`src/rtl/legv8_pkg.sv`:
```
`default_nettype none
// ============================================================================
// Module   : legv8_pkg
// Purpose  : Shared types and encodings for the LEGv8 multi-cycle sequencer:
//            sequencer states, opcode patterns, ALU function and PC-select
//            codes, and an opcode classifier used by the decoder.
// Revision : 1.0 - initial release
// ============================================================================
package legv8_pkg;

  typedef enum logic [1:0] {
    ST_FETCH = 2'd0,
    ST_EXEC  = 2'd1,
    ST_EXEC2 = 2'd2,
    ST_MEM   = 2'd3
  } state_e;

  // Instruction classes after opcode matching
  typedef enum logic [3:0] {
    C_ILLEGAL = 4'd0,
    C_ADD     = 4'd1,
    C_SUB     = 4'd2,
    C_AND     = 4'd3,
    C_ORR     = 4'd4,
    C_ADDI    = 4'd5,
    C_SUBI    = 4'd6,
    C_MOVZ    = 4'd7,
    C_MOVK    = 4'd8,
    C_LDUR    = 4'd9,
    C_STUR    = 4'd10,
    C_B       = 4'd11,
    C_CBZ     = 4'd12
  } insn_e;

  // 11-bit opcodes, IR[31:21]
  localparam logic [10:0] OP_ADD  = 11'b10001011000;
  localparam logic [10:0] OP_SUB  = 11'b11001011000;
  localparam logic [10:0] OP_AND  = 11'b10001010000;
  localparam logic [10:0] OP_ORR  = 11'b10101010000;
  localparam logic [10:0] OP_LDUR = 11'b11111000010;
  localparam logic [10:0] OP_STUR = 11'b11111000000;
  // 10-bit opcodes, IR[31:22]
  localparam logic [9:0]  OP_ADDI = 10'b1001000100;
  localparam logic [9:0]  OP_SUBI = 10'b1101000100;
  // 9-bit opcodes, IR[31:23]
  localparam logic [8:0]  OP_MOVZ = 9'b110100101;
  localparam logic [8:0]  OP_MOVK = 9'b111100101;
  // 8-bit opcode, IR[31:24]
  localparam logic [7:0]  OP_CBZ  = 8'b10110100;
  // 6-bit opcode, IR[31:26]
  localparam logic [5:0]  OP_B    = 6'b000101;

  // ALU function select
  localparam logic [4:0] FS_AND    = 5'b00000;
  localparam logic [4:0] FS_OR     = 5'b00100;
  localparam logic [4:0] FS_ADD    = 5'b01000;
  localparam logic [4:0] FS_SUB    = 5'b01001;
  localparam logic [4:0] FS_PASS_A = 5'b10000;
  localparam logic [4:0] FS_PASS_B = 5'b10100;

  // PC select
  localparam logic [1:0] PS_HOLD = 2'b00;
  localparam logic [1:0] PS_INC  = 2'b01;
  localparam logic [1:0] PS_REL  = 2'b10;

  // Opcode fields of different lengths never alias, so match order is free
  function automatic insn_e insn_class(input logic [31:0] ir);
    insn_e c;
    c = C_ILLEGAL;
    if      (ir[31:21] == OP_ADD)  c = C_ADD;
    else if (ir[31:21] == OP_SUB)  c = C_SUB;
    else if (ir[31:21] == OP_AND)  c = C_AND;
    else if (ir[31:21] == OP_ORR)  c = C_ORR;
    else if (ir[31:21] == OP_LDUR) c = C_LDUR;
    else if (ir[31:21] == OP_STUR) c = C_STUR;
    else if (ir[31:22] == OP_ADDI) c = C_ADDI;
    else if (ir[31:22] == OP_SUBI) c = C_SUBI;
    else if (ir[31:23] == OP_MOVZ) c = C_MOVZ;
    else if (ir[31:23] == OP_MOVK) c = C_MOVK;
    else if (ir[31:24] == OP_CBZ)  c = C_CBZ;
    else if (ir[31:26] == OP_B)    c = C_B;
    return c;
  endfunction

endpackage
`default_nettype wire

```
`src/rtl/legv8_decode.sv`:
```
`default_nettype none
// ============================================================================
// Module   : legv8_decode
// Purpose  : Combinational control-word decode from the instruction register
//            and the current sequencer state.
// Revision : 1.0 - initial release
// ============================================================================
module legv8_decode
  import legv8_pkg::*;
#(
  parameter int DATA_W = 64
) (
  input  logic [31:0]       ir,
  input  state_e            state,
  input  logic              instr_valid,
  input  logic              mem_ready,
  input  logic              zero,
  output insn_e             cls,
  output logic              ir_load,
  output logic [4:0]        da,
  output logic [4:0]        sa,
  output logic [4:0]        sb,
  output logic [4:0]        fs,
  output logic [1:0]        ps,
  output logic [DATA_W-1:0] k,
  output logic              b_sel,
  output logic              reg_write,
  output logic              mem_write,
  output logic              mem_read,
  output logic              illegal
);

  logic [4:0]        rd;
  logic [4:0]        rn;
  logic [4:0]        rm;
  logic [5:0]        shamt;
  logic [DATA_W-1:0] k_alu_imm;
  logic [DATA_W-1:0] k_wide;
  logic [DATA_W-1:0] k_keep_mask;
  logic [DATA_W-1:0] k_mem_off;
  logic [DATA_W-1:0] k_br;
  logic [DATA_W-1:0] k_cbz;

  assign rd    = ir[4:0];
  assign rn    = ir[9:5];
  assign rm    = ir[20:16];
  assign cls   = insn_class(ir);
  // hw field selects a 16-bit lane: shift by hw*16
  assign shamt = {ir[22:21], 4'b0000};

  assign k_alu_imm   = {{(DATA_W-12){1'b0}}, ir[21:10]};
  assign k_wide      = {{(DATA_W-16){1'b0}}, ir[20:5]} << shamt;
  assign k_keep_mask = ~({{(DATA_W-16){1'b0}}, 16'hFFFF} << shamt);
  assign k_mem_off   = {{(DATA_W-9){ir[20]}}, ir[20:12]};
  assign k_br        = {{(DATA_W-26){ir[25]}}, ir[25:0]};
  assign k_cbz       = {{(DATA_W-19){ir[23]}}, ir[23:5]};

  // Control word for the current state; everything defaults to inactive
  always_comb begin
    ir_load   = 1'b0;
    da        = '0;
    sa        = '0;
    sb        = '0;
    fs        = FS_AND;
    ps        = PS_HOLD;
    k         = '0;
    b_sel     = 1'b0;
    reg_write = 1'b0;
    mem_write = 1'b0;
    mem_read  = 1'b0;
    illegal   = 1'b0;
    unique case (state)
      ST_FETCH: ir_load = instr_valid;
      ST_EXEC: begin
        unique case (cls)
          C_ADD, C_SUB, C_AND, C_ORR, C_ADDI, C_SUBI: begin
            sa        = rn;
            da        = rd;
            reg_write = 1'b1;
            ps        = PS_INC;
            if (cls == C_ADDI || cls == C_SUBI) begin
              b_sel = 1'b1;
              k     = k_alu_imm;
            end else begin
              sb = rm;
            end
            unique case (cls)
              C_ADD, C_ADDI: fs = FS_ADD;
              C_SUB, C_SUBI: fs = FS_SUB;
              C_ORR:         fs = FS_OR;
              default:       fs = FS_AND;
            endcase
          end
          C_MOVZ: begin
            k         = k_wide;
            fs        = FS_PASS_B;
            b_sel     = 1'b1;
            da        = rd;
            reg_write = 1'b1;
            ps        = PS_INC;
          end
          C_MOVK: begin
            // First pass clears the target lane, second pass ORs it in
            k         = k_keep_mask;
            sa        = rd;
            fs        = FS_AND;
            b_sel     = 1'b1;
            da        = rd;
            reg_write = 1'b1;
          end
          C_LDUR, C_STUR: begin
            sa    = rn;
            k     = k_mem_off;
            fs    = FS_ADD;
            b_sel = 1'b1;
          end
          C_B: begin
            k  = k_br;
            ps = PS_REL;
          end
          C_CBZ: begin
            sa = rd;
            fs = FS_PASS_A;
            k  = k_cbz;
            ps = zero ? PS_REL : PS_INC;
          end
          default: begin
            illegal = 1'b1;
            ps      = PS_INC;
          end
        endcase
      end
      ST_EXEC2: begin
        k         = k_wide;
        sa        = rd;
        fs        = FS_OR;
        b_sel     = 1'b1;
        da        = rd;
        reg_write = 1'b1;
        ps        = PS_INC;
      end
      ST_MEM: begin
        // Address path stays driven for the whole access
        sa    = rn;
        k     = k_mem_off;
        fs    = FS_ADD;
        b_sel = 1'b1;
        if (cls == C_STUR) begin
          sb        = rd;
          mem_write = 1'b1;
        end else begin
          mem_read = 1'b1;
        end
        if (mem_ready) begin
          ps = PS_INC;
          if (cls == C_LDUR) begin
            reg_write = 1'b1;
            da        = rd;
          end
        end
      end
      default: ;
    endcase
  end

endmodule
`default_nettype wire

```
`src/rtl/legv8_sequencer.sv`:
```
`default_nettype none
// ============================================================================
// Module   : legv8_sequencer
// Purpose  : Multi-cycle LEGv8 control sequencer. Holds the instruction
//            register and the FETCH/EXEC/EXEC2/MEM state; the control word is
//            decoded combinationally by legv8_decode.
// Revision : 1.0 - initial release
// ============================================================================
module legv8_sequencer
  import legv8_pkg::*;
#(
  parameter int DATA_W = 64
) (
  input  logic              clock,
  input  logic              reset_n,
  input  logic [31:0]       instr,
  input  logic              instr_valid,
  input  logic              mem_ready,
  input  logic              zero,
  output logic              ir_load,
  output logic [4:0]        DA,
  output logic [4:0]        SA,
  output logic [4:0]        SB,
  output logic [4:0]        FS,
  output logic [1:0]        PS,
  output logic [DATA_W-1:0] k,
  output logic              B_sel,
  output logic              regWrite,
  output logic              memWrite,
  output logic              memRead,
  output logic              PC_sel,
  output logic              status_load,
  output logic              illegal,
  output logic              busy
);

  state_e      state_q;
  state_e      state_d;
  logic [31:0] ir_q;
  logic [31:0] ir_d;
  insn_e       cls;

  legv8_decode #(
    .DATA_W (DATA_W)
  ) u_decode (
    .ir          (ir_q),
    .state       (state_q),
    .instr_valid (instr_valid),
    .mem_ready   (mem_ready),
    .zero        (zero),
    .cls         (cls),
    .ir_load     (ir_load),
    .da          (DA),
    .sa          (SA),
    .sb          (SB),
    .fs          (FS),
    .ps          (PS),
    .k           (k),
    .b_sel       (B_sel),
    .reg_write   (regWrite),
    .mem_write   (memWrite),
    .mem_read    (memRead),
    .illegal     (illegal)
  );

  assign PC_sel      = 1'b0;
  assign status_load = 1'b0;
  assign busy        = (state_q != ST_FETCH);

  // Next state and IR capture
  always_comb begin
    state_d = state_q;
    ir_d    = ir_q;
    unique case (state_q)
      ST_FETCH: begin
        if (instr_valid) begin
          ir_d    = instr;
          state_d = ST_EXEC;
        end
      end
      ST_EXEC: begin
        if (cls == C_MOVK)                         state_d = ST_EXEC2;
        else if (cls == C_LDUR || cls == C_STUR)   state_d = ST_MEM;
        else                                       state_d = ST_FETCH;
      end
      ST_EXEC2: state_d = ST_FETCH;
      ST_MEM:   if (mem_ready) state_d = ST_FETCH;
      default:  state_d = ST_FETCH;
    endcase
  end

  // State and IR registers; reset aborts any access immediately
  always_ff @(posedge clock or negedge reset_n) begin
    if (!reset_n) begin
      state_q <= ST_FETCH;
      ir_q    <= '0;
    end else begin
      state_q <= state_d;
      ir_q    <= ir_d;
    end
  end

endmodule
`default_nettype wire

```
`config.mk`:
```
export PLATFORM = sky130hd
export DESIGN_NAME = legv8_sequencer
export DESIGN_NICKNAME = d
export VERILOG_FILES = /design/src/rtl/legv8_pkg.sv /design/src/rtl/legv8_decode.sv /design/src/rtl/legv8_sequencer.sv
export SDC_FILE = /design/constraint.sdc
export NUM_CORES = 1
export LEC_CHECK = 0
export BUFFER_PORTS_ARGS = -buffer_cell sky130_fd_sc_hd__buf_2
export CAP_MARGIN = 20
export CORE_ASPECT_RATIO = 1.75
export CORE_MARGIN = 2
export CORE_UTILIZATION = 55
export DETAILED_ROUTE_END_ITERATION = 12
export PLACE_DENSITY = 0.9
export SLEW_MARGIN = 20
export SYNTH_ARGS = -nofsm -noshare
export SYNTH_HDL_FRONTEND = slang
export SYNTH_SLANG_ARGS = --single-unit
export TNS_END_PERCENT = 5
```
`constraint.sdc`:
```
create_clock -name clock -period 3.7 [get_ports clock]
set_input_delay 0.185 -clock clock [delete_from_list [all_inputs] [get_ports clock]]
set_output_delay 0.185 -clock clock [all_outputs]
set_load 0.01 [all_outputs]
```
# Word-level counts from Yosys, hierarchy flattened
# Index checks and enable logic that the tools add are counted.
[totals]
rom_bits = 0
memories = 0
ram_bits = 0
input_bits = 37
latch_bits = 0
out_inout_bits = 95
elab_cells = 102
register_bits = 34
[classes]
div = 0
bitwise = 1
multipliers = 0
shift = 2
eq_ne = 29
n_reduce_logical = 17
n_addsub = 0
n_lt_le_gt_ge = 0
mux = 51
[op_table]
columns = ["operator", "n"]
rows = [
  ["one-hot mux 64 bit (6 select lines)", 1],
  ["one-hot mux 64 bit (3 select lines)", 1],
  ["== test 11 bit, second input constant", 6],
  ["NOT 64 bit", 1],
  ["<< shifter 16 x 6 -> 64 bit", 1],
  ["<< shifter 16 x 6 -> 64 bit, first input constant", 1],
  ["two-way mux 4 bit", 12],
  ["one-hot mux 5 bit (3 select lines)", 3],
  ["two-way mux 5 bit", 6],
  ["== test 10 bit, second input constant", 2],
  ["== test 4 bit, second input constant", 5],
  ["one-hot mux 5 bit (2 select lines)", 2],
  ["one-hot mux 5 bit (4 select lines)", 1],
  ["== test 9 bit, second input constant", 2],
  ["== test 4 x 3 -> 1 bit, second input constant", 4],
  ["OR reduction 8 bit", 2],
  ["two-way mux 1 bit", 12],
  ["two-way mux 12 bit", 1],
  ["one-hot mux 2 bit (3 select lines)", 2],
  ["one-hot mux 4 bit (3 select lines)", 1],
  ["OR reduction 12 bit", 1],
  ["two-way mux 2 bit", 5],
  ["OR reduction 2 bit", 5],
  ["== test 4 x 2 -> 1 bit, second input constant", 2],
  ["other kinds (16)", 21],
]

# Depth between registers and ports, before layout
[logic_depth]
ltp_word = 18
mapped_depth = 10
depth_no_buf = 7

# Hierarchy
# A second synthesis with hierarchy kept.
[hier_totals]
hier_cells = 499
area_unflattened_um2 = 3627.2
[by_module_without_submodules]
columns = ["mod", "seq_area_each_um2", "cells_each", "area_per_inst_um2", "n_inst"]
rows = [
  ["legv8_decode", 0.0, 416, 2287.2, 1],
  ["legv8_sequencer", 850.8, 83, 1340.0, 1],
]

# Least setup slack after synthesis
# OpenSTA, ideal clock, no wires.
[synth_timing]
path_kind = "reg-to-output"
startpoint = "register ir_q[22]"
endpoint = "output port DA[0]"
slack_ns = 1.223
t_required_ns = 3.515
path_stages_with_launch = 8
arrival_time_ns = 2.292
path_buffers = 1
cell_sequence = "dfrtp_1 -> buf_6 -> nand4bb_4 -> or4_4 -> o31a_1 -> a211oi_2 -> nor2_1 -> nor4b_1"
[synth_between]
elab_chain_len = 13
elab_cells_between_ends = 30
cone_classes = "eq/ne: 17; mux: 12; reduce/logical: 1"
[synth_rtl]
columns = ["item", "line_no", "text"]
rows = [
  ["start: declaration", "legv8_sequencer.sv:39", "logic [31:0] ir_q;"],
  ["start signal: assignment", "legv8_sequencer.sv:99", "ir_q <= ir_d;"],
  ["== test 10 bit", "legv8_pkg.sv:77", "else if (ir[31:22] == OP_SUBI) c = C_SUBI;"],
  ["two-way mux 4 bit", "legv8_pkg.sv:77", ""],
  ["two-way mux 4 bit", "legv8_pkg.sv:76", "else if (ir[31:22] == OP_ADDI) c = C_ADDI;"],
  ["two-way mux 4 bit", "legv8_pkg.sv:75", "else if (ir[31:21] == OP_STUR) c = C_STUR;"],
  ["two-way mux 4 bit", "legv8_pkg.sv:74", "else if (ir[31:21] == OP_LDUR) c = C_LDUR;"],
  ["two-way mux 4 bit", "legv8_pkg.sv:73", "else if (ir[31:21] == OP_ORR) c = C_ORR;"],
  ["two-way mux 4 bit", "legv8_pkg.sv:72", "else if (ir[31:21] == OP_AND) c = C_AND;"],
  ["two-way mux 4 bit", "legv8_pkg.sv:71", "else if (ir[31:21] == OP_SUB) c = C_SUB;"],
  ["two-way mux 4 bit (*)", "legv8_pkg.sv:70", "if (ir[31:21] == OP_ADD) c = C_ADD;"],
  ["== test 4 bit (tied with other cells)", "legv8_decode.sv:75", "unique case (cls)"],
  ["OR reduction 8 bit (no source line) / two-way mux 5 bit (equally long branches)", "-", ""],
  ["two-way mux 5 bit, on equally long branches", "legv8_decode.sv:75, legv8_decode.sv:154", ""],
  ["one-hot mux 5 bit (3 select lines) (*)", "legv8_decode.sv:72", "unique case (state)"],
  ["end: declaration", "legv8_sequencer.sv:21", "output logic [4:0] DA,"],
]
# Mark *: on every way between the ends. The rest lies on a longest branch, timed or not.

# Worst setup path in the final report
[layout_timing]
startpoint = "register ir_q[28]"
endpoint = "output port SB[0]"
[layout_between]
elab_chain_len = 18
elab_cells_between_ends = 37
cone_classes = "eq/ne: 19; mux: 16; reduce/logical: 2"
[layout_rtl]
columns = ["item", "line_no", "text"]
rows = [
  ["== test 6 x 3 -> 1 bit", "legv8_pkg.sv:81", "else if (ir[31:26] == OP_B) c = C_B;"],
  ["two-way mux 4 bit", "legv8_pkg.sv:81", ""],
  ["two-way mux 4 bit", "legv8_pkg.sv:80", "else if (ir[31:24] == OP_CBZ) c = C_CBZ;"],
  ["two-way mux 4 bit", "legv8_pkg.sv:79", "else if (ir[31:23] == OP_MOVK) c = C_MOVK;"],
  ["two-way mux 4 bit", "legv8_pkg.sv:78", "else if (ir[31:23] == OP_MOVZ) c = C_MOVZ;"],
  ["two-way mux 4 bit", "legv8_pkg.sv:77", ""],
  ["two-way mux 4 bit", "legv8_pkg.sv:76", ""],
  ["two-way mux 4 bit", "legv8_pkg.sv:75", ""],
  ["(+2 left out)", "-", ""],
  ["two-way mux 4 bit", "legv8_pkg.sv:72", ""],
  ["two-way mux 4 bit", "legv8_pkg.sv:71", ""],
  ["two-way mux 4 bit (*)", "legv8_pkg.sv:70", ""],
  ["== test 4 x 3 -> 1 bit", "legv8_decode.sv:75, legv8_decode.sv:81", ""],
  ["logical OR 1 bit", "legv8_decode.sv:81", "if (cls == C_ADDI || cls == C_SUBI) begin"],
  ["two-way mux 5 bit", "legv8_decode.sv:81", ""],
  ["two-way mux 5 bit", "legv8_decode.sv:75", ""],
  ["one-hot mux 5 bit (2 select lines) (*)", "legv8_decode.sv:72", ""],
  ["end: declaration", "legv8_sequencer.sv:23", "output logic [4:0] SB,"],
]
# Marked as above.

==> results.txt <==
total congestion overflow: 0
first-pass GRT wire length: 22000 um
post-synth top area cell: dfrtp_1
crit start category: flop
Hold Path Class: in2reg
Area contributors post-synth: dfrtp_1 24%, nand2_1 11%, mux2_2 9.8%
clock root cell: clkbuf_8
max cap viols: 0
vias in the first global route: 4258
Yosys reg bits: 34
Max Fclk: 301 MHz
Die X: 64.9 um
kind of cell adding the most delay to the critical path: simple AND/OR/NAND/NOR gates
post-layout util: 0.691
DR pass1 iterations: 6
# diodes: 0
share of layout cells above drive strength 1: 0.368
Syn Area/Cell: 7.68 sq um
WP data arrival: 3.14 ns
die footprint: 7170 sq um
register area share after synthesis: 0.239
Worst Tran Pin Value: 0.933 ns
commonest non-fill, non-tap cell in the layout: buf_2
num rows: 38
Hold Startpoint: instr[22]
CP required: 3.51 ns
Max VDD drop: 0.356 mV
Most used DFF post-synth: dfrtp_1
clock sink total: 34
Clock Tree Buf Depth: 2
Synth cell types: 69
Final Hold Viols: 0
largest net degree at the start of global routing: 35
CTS clock-pin slew for the worst setup and hold paths: 0.08 ns
Critical R2R Launch: state_q[1]
final net count: 596
type of the worst setup path: reg2out
GP Congestion: 1.09
Worst-Skew Late Latency: 0.30 ns
hold_ws: 0.100 ns
Warnings, synthesis: 0
DR DRC count: 0
CP Cell Sequence: nor3b_2 -> and4_1 -> buf_4 -> a22oi_2 -> o21ai_2 -> a21oi_1 -> nor4b_4 -> a22o_1 -> buf_2
Period Utilization, post-route: 0.898
Netlist Area Pre-Place: 3560 sq um
Max Slew Vio Count: 0
CP max stage delay: 0.51 ns
clk_skew: 0.00816 ns
Worst Setup End Kind: primary output
Final ANT Viol Nets: 0
I/O Pins: 132
chip height: 111 um
critical-path maximum fanout: 14
CTS tree: done
share of the synthesized area in the top cell type: 0.239
final wirelength: 13800 um
number of synthesized flops with an enable pin: 0
Num CTS Buffers: 5
IO buf count: 128
Power Dens Cells: 309 nW/um^2
antenna violations before repair: 0
WL per Instance: 21.5 um
RSZ-0062 raised after global routing: no
leakage: 0.00220 uW
GRT Overall Usage: 0.393
Initial Util: 0.572
most frequent cells in the layout: 128 x buf_2, 101 x nand2_1, 43 x o21ai_0
via count: 4351
synthesis-to-finish area growth: 20.7%
DR iter-0 viols: 526
CP bufs+invs: 2
H-tree levels: 2
CP max stage cell: nor3b_2
Critical path origin: ir_q[28]
Fillers: 537
final setup violation count: 0
Core Area: 6230 sq um
total negative slack: 0 ns
asr flop ratio synth: 1.00
Post-Synthesis Cells: 464
outcome: finished clean
dpl hpwl: 10200 um
min Tclk post-route: 3.32 ns
post-CTS resize count: 0
slew margin rel.: 0.373
vias per cell: 6.80
cells by family (layout without fill, tap and decap cells):
logic type	after synthesis	count (layout)	share of synthesized area
AOI/OAI and AO/OA	157	157	0.311
buffers and inverters	57	151	0.0698
DFF	34	34	0.239
muxes	31	31	0.0979
other	1	3	0.00105
and+or+nand+nor	184	184	0.281
sequential cells by signal, indices dropped and copies added, names as in the netlist:
signal / cells
ir_q: 32
state_q: 2
layer usage:
layer,vias up,share of wire,track usage
met3,114,0.095,0.0815
met5,-,0,0
met2,343,0.50,0.660
met1,2004,0.32,0.420
li1,1890,-,-
met4,0,0.081,0.287
final timing paths:
| path | endpoint | slack (ns) | cells after the start |
|---|---|---|---|
| worst max-delay path | SB[0] | 0.38 | 9 |
| worst min-delay path | ir_q[22] | 0.10 | 3 |
| min in group asynchronous | state_q[1] | 0.51 | 2 |
| worst min register to register | ir_q[27] | 0.65 | 1 |
| max in group asynchronous | ir_q[13] | 2.69 | 2 |
| worst max register to register | ir_q[6] | 1.11 | 4 |
stage by stage:
| stage | setup WS, ns | cell area, sq um | power, uW | instances |
|---|---|---|---|---|
| after floorplan | 1.22 | 3570 | 755 | 466 |
| after CTS | 0.461 | 4300 | 1310 | 640 |
| final | 0.378 | 4300 | 1330 | 640 |
| after global routing | 0.221 | 4300 | 1370 | 640 |
| after detailed placement | 0.785 | 4150 | 891 | 631 |
| after global placement | 0.832 | 4150 | 881 | 631 |
timing repair:
action	4_1_cts	5_1_grt
hold endpoints to repair	34	0
hold buffers	1	0
setup endpoints to repair	0	0
setup buffers	0	0
report_power, final:
group	switching, uW	leakage, uW	internal [uW]	total, uW
sequential	165	0.000402	424	589
combinational	174	0.00173	141	315
clock	156	0.0000683	270	426
total	494	0.00220	835	1330
layout make-up:
cell class,count,area [sq um],share of cell area
tap,80,100,0.0233
clock buffer,5,68.8,0.0160
sequential,34,851,0.198
clock inverter,3,68.8,0.0160
timing repair buffer,139,726,0.169
multi-input combinational,375,2470,0.575
inverter,4,15.0,0.00349
synth_stat cells (3+ instances only):
cell type,number
nor3_1,6
nor2b_1,3
a22o_1,5
nor2_1,19
dfrtp_1,34
a221o_1,8
nand2_1,101
nor4b_1,5
a21oi_1,32
a22oi_1,6
a21boi_0,5
nand2b_1,8
o21a_1,3
clkbuf_1,36
or2_2,3
buf_4,4
a21o_1,9
a221oi_1,23
mux2_2,31
buf_2,10
and2_1,4
nand4_1,5
a222oi_1,3
o21ai_0,43
inv_1,4
worst register-to-register path: cells and delay by family (launching register included):
kind | cells | cell delay (ns)
buffers and inverters | 1 | 0.39
multiplexers | 1 | 0.39
flip-flops | 1 | 0.66
AND/OR/NAND/NOR | 2 | 1.03
Note: power is estimated with default switching activity, not from simulation.
